**src/rtl/comp_track.sv**
```systemverilog
// Registered magnitude comparator (runtime signed/unsigned) with a min/max/count tracker on `a`.
// The tracker is compiled in only when COMP_TRACK_MINMAX_EN is defined; otherwise its outputs are tied to 0.
module comp_track #(
  parameter int DATAWIDTH = 8,
  parameter int CNTW      = 16
) (
  input  logic                 Clk,
  input  logic                 Rst,
  input  logic                 in_valid,
  input  logic [DATAWIDTH-1:0] a,
  input  logic [DATAWIDTH-1:0] b,
  input  logic                 sgn,
  input  logic                 clr,
  output logic                 out_valid,
  output logic                 gt,
  output logic                 lt,
  output logic                 eq,
  output logic [DATAWIDTH-1:0] max_val,
  output logic [DATAWIDTH-1:0] min_val,
  output logic                 track_valid,
  output logic [CNTW-1:0]      count
);

  // One extra bit lets a single signed compare serve both modes.
  function automatic logic signed [DATAWIDTH:0] f_ext(input logic [DATAWIDTH-1:0] v, input logic s);
    return $signed({s & v[DATAWIDTH-1], v});
  endfunction

  logic signed [DATAWIDTH:0] w_a_s;
  logic signed [DATAWIDTH:0] w_b_s;

  assign w_a_s = f_ext(a, sgn);
  assign w_b_s = f_ext(b, sgn);

  logic r_vld_p1;
  logic r_gt_p1;
  logic r_lt_p1;
  logic r_eq_p1;

  // Stage p0 -> p1: compare result register
  always_ff @(posedge Clk or negedge Rst) begin
    if (!Rst) begin
      r_vld_p1 <= 1'b0;
      r_gt_p1  <= 1'b0;
      r_lt_p1  <= 1'b0;
      r_eq_p1  <= 1'b0;
    end else begin
      r_vld_p1 <= in_valid;
      if (in_valid) begin
        r_gt_p1 <= (w_a_s > w_b_s);
        r_lt_p1 <= (w_a_s < w_b_s);
        r_eq_p1 <= (w_a_s == w_b_s);
      end
    end
  end

  assign out_valid = r_vld_p1;
  assign gt        = r_gt_p1;
  assign lt        = r_lt_p1;
  assign eq        = r_eq_p1;

`ifdef COMP_TRACK_MINMAX_EN
  function automatic logic [CNTW-1:0] f_sat_inc(input logic [CNTW-1:0] c);
    return (&c) ? c : c + {{(CNTW-1){1'b0}}, 1'b1};
  endfunction

  logic [DATAWIDTH-1:0]      r_max_p1;
  logic [DATAWIDTH-1:0]      r_min_p1;
  logic [CNTW-1:0]           r_cnt_p1;
  logic                      r_trk_p1;
  logic signed [DATAWIDTH:0] w_max_s;
  logic signed [DATAWIDTH:0] w_min_s;

  // Stored extremes are reinterpreted under the current sgn, never re-evaluated.
  assign w_max_s = f_ext(r_max_p1, sgn);
  assign w_min_s = f_ext(r_min_p1, sgn);

  // Stage p0 -> p1: tracker window register (r_trk_p1 is the EMPTY/ACTIVE state)
  always_ff @(posedge Clk or negedge Rst) begin
    if (!Rst) begin
      r_max_p1 <= '0;
      r_min_p1 <= '0;
      r_cnt_p1 <= '0;
      r_trk_p1 <= 1'b0;
    end else if (in_valid && (clr || !r_trk_p1)) begin
      r_max_p1 <= a;
      r_min_p1 <= a;
      r_cnt_p1 <= {{(CNTW-1){1'b0}}, 1'b1};
      r_trk_p1 <= 1'b1;
    end else if (in_valid) begin
      if (w_a_s > w_max_s) r_max_p1 <= a;
      if (w_a_s < w_min_s) r_min_p1 <= a;
      r_cnt_p1 <= f_sat_inc(r_cnt_p1);
    end else if (clr) begin
      r_max_p1 <= '0;
      r_min_p1 <= '0;
      r_cnt_p1 <= '0;
      r_trk_p1 <= 1'b0;
    end
  end

  assign max_val     = r_max_p1;
  assign min_val     = r_min_p1;
  assign count       = r_cnt_p1;
  assign track_valid = r_trk_p1;
`else
  logic w_clr_unused;

  assign w_clr_unused = clr;
  assign max_val      = '0;
  assign min_val      = '0;
  assign count        = '0;
  assign track_valid  = 1'b0;
`endif

endmodule

```
**config.mk**
```make
export PLATFORM = sky130hd
export DESIGN_NAME = comp_track
export DESIGN_NICKNAME = d
export VERILOG_FILES = /design/src/rtl/comp_track.sv
export SDC_FILE = /design/constraint.sdc
export NUM_CORES = 1
export LEC_CHECK = 0
export BUFFER_PORTS_ARGS = -buffer_cell sky130_fd_sc_hd__clkbuf_2
export CAP_MARGIN = 20
export CORE_MARGIN = 4
export CORE_UTILIZATION = 36
export CTS_CLUSTER_SIZE = 8
export DETAILED_ROUTE_END_ITERATION = 10
export GPL_TIMING_DRIVEN = 0
export PLACE_DENSITY = 0.79
export SLEW_MARGIN = 25
export SYNTH_ARGS = -nofsm -noshare
export SYNTH_HDL_FRONTEND = slang
export SYNTH_SLANG_ARGS = --single-unit
export TNS_END_PERCENT = 50
```
**constraint.sdc**
```tcl
create_clock -name Clk -period 0.9 [get_ports Clk]
set_input_delay 0.045 -clock Clk [delete_from_list [all_inputs] [get_ports Clk]]
set_output_delay 0.045 -clock Clk [all_outputs]
set_load 0.1 [all_outputs]
```
# Word-level counts from Yosys, hierarchy flattened
# Cells that the tools add are included.
[totals]
wordCells = 9
output_inout_bits = 37
reg_bits = 4
inputBits = 21
[classes]
eq_ne = 1
order_cmp = 2
bitwise_logic = 2
[op_table]
columns = ["cell", "count"]
rows = [
  ["== test 9 bit", 1],
  ["> comparator 9 bit", 1],
  ["< comparator 9 bit", 1],
  ["AND 1 bit", 2],
]

# Logic depth before layout (Yosys ltp)
[depth]
depth_word = 2
ltp_mapped = 7
depth_no_buf = 7

# Worst setup path after synthesis
# Ideal clock, no wire load.
[synth_timing]
path_type = "reg-to-reg"
startpoint = "register, netlist name eq"
endpoint = "register r_eq_p1 (netlist: eq)"
stages_incl_launch_ff = 2
synth_period_minus_slack_ns = 1.256
slack_ns = -0.356
setup_ns = 0.125
t_required_ns = 0.775
arrival_time_ns = 1.130
path_cell_list = "dfrtp_1 > mux2_2"
[synth_rtl]
columns = ["element", "line", "source"]
rows = [
  ["end signal, assigned", "52", "r_eq_p1 <= (w_a_s == w_b_s);"],
  ["end, declared", "38", "logic r_eq_p1;"],
]

# Worst setup path in the final report
[layout_timing]
startpoint = "input port b[3]"
endpoint = "register r_eq_p1 (netlist: eq)"
[layout_between]
elab_chain_len = 1
[layout_rtl]
columns = ["element", "line", "source"]
rows = [
  ["start, declared", "11", "input logic [DATAWIDTH-1:0] b,"],
  ["== test 9 bit", "52", ""],
]
# Every way passes these cells.
# A chain may end at the register's enable or synchronous reset.

==> flow_summary.toml <==
[floorplan]
coreArea_mm2 = 0.001559
row_count = 14
dieArea_mm2 = 0.002411
die_h_um = 49.10
start_util = 0.3900
die_w_um = 49.10
ios = 58

[layout]
nNetsFinal = 165
antenna_cells = 0
syn_to_final_growth_pct = 81.89
drive_gt1_frac = 0.5778
design_area_mm2 = 0.001106
fillers = 110

[pwr]
p_comb_frac = 0.708
ir_worst_vdd_mv = 0.7294
p_per_area_mw_per_mm2 = 1484
p_seq_frac = 0.134
switchingPower_mw = 0.9699
p_clk_frac = 0.158
intPower_mw = 0.6714
total_power_mw = 1.641
p_sw_frac = 0.5909
p_leak_nw = 0.6593

[yosys]
synth_commonest_cells = "buf_4 (33), inv_1 (9), ha_1 (8), dfrtp_1 (4)"
synth-xor-area-share = 0.01440
synth_compound_area_frac = 0.08025
synth-edff-count = 0
netlist_instances = 73
syn-cell-area_um2 = 608.1
avgSynthCellArea_um2 = 8.330
async_reset_ff_frac = 1.000
ys_warn_count = 0
synthAdderAreaFrac = 0.1646
ys_top_cells_by_area = "buf_4 (41%), dfrtp_1 (16%), ha_1 (16%)"
ys_seq_area_frac = 0.1646
synth.area.mux_share = 0.03704
ys.flop_type = "dfrtp_1"
synth.top_cell.area_share = 0.4074
yosysUniqueCellTypes = 18
synth_area_leader_cell = "buf_4"
synth.most_common_cell = "buf_4"
ys_seq_elements = 4
synth_top_family_by_area = "buffers and inverters"
synthSimpleGateAreaFrac = 0.06996

[clocking]
clockBufferDepth = 2
numCtsBuffers = 3
clock-sinks = 4
cts_root_buf = "clkbuf_4"
clk_latency_ps = 240
htreeDepth = 1
clk_pin_slew_ps = 50
cts_tree = "yes"

[sta]
tns_ps = -289.9
rsz0062_at_grt = "true"
worst_slack_ps = -94.86
fmax_ghz = 1.005
fin_skew_ps = 0
final_hold_viol_count = 0
period_share = 1.105
slew_viol_final = 0
fin_hold_ws_ps = 93.97
fin_crit_ps = 994.9
setup_violations = 5

[placement]
place_area_um2 = 952.2
place.port_buffers = 23
gp_congestion = 0.6751
pre_cts_ws_ps = -425.8
dp_hpwl_mm = 1.094

[critical_path]
cp-start-kind = "input port"
critical_path_required_ps = 1030
worstPathMaxFanout = 2
crit_path_end_kind = "flip-flop"
cp.arrival_ps = 1120
max_stage_delay_ps = 250
critPathBufInv = 3
cp_cell_sequence = "clkbuf_2 > inv_2 > ha_4 > and3_4 > and4_1 > buf_4 > mux2_4"
crit_family = "simple AND/OR/NAND/NOR gates"
path_class = "in -> reg"
slowest_stage = "mux2_4"

[route]
wl_per_cell_um = 8.430
dr.first_iter.drc_count = 2
drt_first_pass_iters = 2
drc = 0
num_vias = 563
postRouteAntennaNets = 0
viasPerCell = 3.728
routed_wl_mm = 1.273

[hold_path]
hold_class = "in -> reg"

[outcome]
violations = "setup timing"
status = "finished, violations left"

[global_route]
grt_antenna_before_repair = 0
grt_remaining_overflow = 0
grt_pass1_vias = 530
grt_pass1_wl_mm = 2.063
grt_max_degree = 6
track_usage = 0.1094

[job]
max_cap_violations = 0
cell usage in the layout, fill, tap and decap left out, types with 3 or more instances in the layout:
cell type,Yosys,routed
ha_4,0,4
inv_1,9,5
clkbuf_16,0,4
dfrtp_2,0,3
buf_4,33,34
nand3_1,3,3
ha_1,8,4
clkbuf_4,0,3
inv_2,0,3
clkbuf_2,0,17
conb_1,1,33
through the flow:
stage | std cells | util
2_1_floorplan | 105 | -
3_3_place_gp | 144 | 0.6108
3_5_place_dp | 144 | 0.6108
4_1_cts | 150 | 0.6974
5_1_grt | 151 | 0.7095
6_report | 151 | 0.7095
path summary, 6_finish.rpt:
path                                 from              to  slack (ps)  cells past startpoint
min                              in_valid  gt$_DFFE_PN0P_          90                      2
max in group asynchronous             Rst  gt$_DFFE_PN0P_         600                      2
min in group asynchronous             Rst  lt$_DFFE_PN0P_         150                      2
max reg2reg                lt$_DFFE_PN0P_  lt$_DFFE_PN0P_          90                      1
max                                  b[3]  eq$_DFFE_PN0P_         -90                      7
min reg2reg                eq$_DFFE_PN0P_  eq$_DFFE_PN0P_         560                      1
flip-flops by register name (all words and copies together), names as in the netlist:
signal,flops
gt,1
out_valid,1
eq,1
lt,1
routing by layer:
layer / share of wire / vias to the layer above / track usage / routed length (um)
met3: 0.11 / 0 / 0.03058 / 144
met2: 0.55 / 34 / 0.2232 / 696
met5: 0 / - / 0 / 0
met1: 0.34 / 236 / 0.09191 / 431
met4: 0 / 0 / 0.05687 / 0
li1: - / 293 / - / -
power by group through the flow:
stage	clock (mW)	combinational, mW	sequential [mW]
after floorplan	0	0.836	0.347
final	0.260	1.16	0.219
after detailed placement	0	1.07	0.216
after global placement	0	1.06	0.212
after global routing	0.278	1.21	0.222
after CTS	0.266	1.15	0.221
logic make-up (layout without fill, tap and decap cells):
kind of cell,count (synthesis),in the layout
buffers and inverters,42,72
adders and majority gates,8,8
AOI/OAI and AO/OA,8,8
and+or+nand+nor,7,7
DFF,4,4
muxes,2,2
other,1,33
xor gates and xnor gates,1,1
layout make-up:
| cell class | count | area (um^2) | share of cell area |
|---|---|---|---|
| multi-input combinational | 59 | 430.4 | 0.3891 |
| tap | 16 | 20.02 | 0.01810 |
| inverter | 9 | 46.29 | 0.04186 |
| buffer | 33 | 247.7 | 0.2240 |
| sequential | 4 | 103.9 | 0.09389 |
| clock buffer | 4 | 26.28 | 0.02376 |
| timing repair buffer | 26 | 231.5 | 0.2093 |
repair_timing:
| action | in CTS | in global routing |
|---|---|---|
| gates resized for setup | 14 | 4 |
| setup buffers | 0 | 1 |
| endpoints found under the hold margin | 5 | 0 |
| hold buffers | 2 | 0 |
| setup endpoints to repair | 7 | 6 |
| pin swaps | 3 | 2 |
No activity file was read; power rests on OpenSTA's default activity.
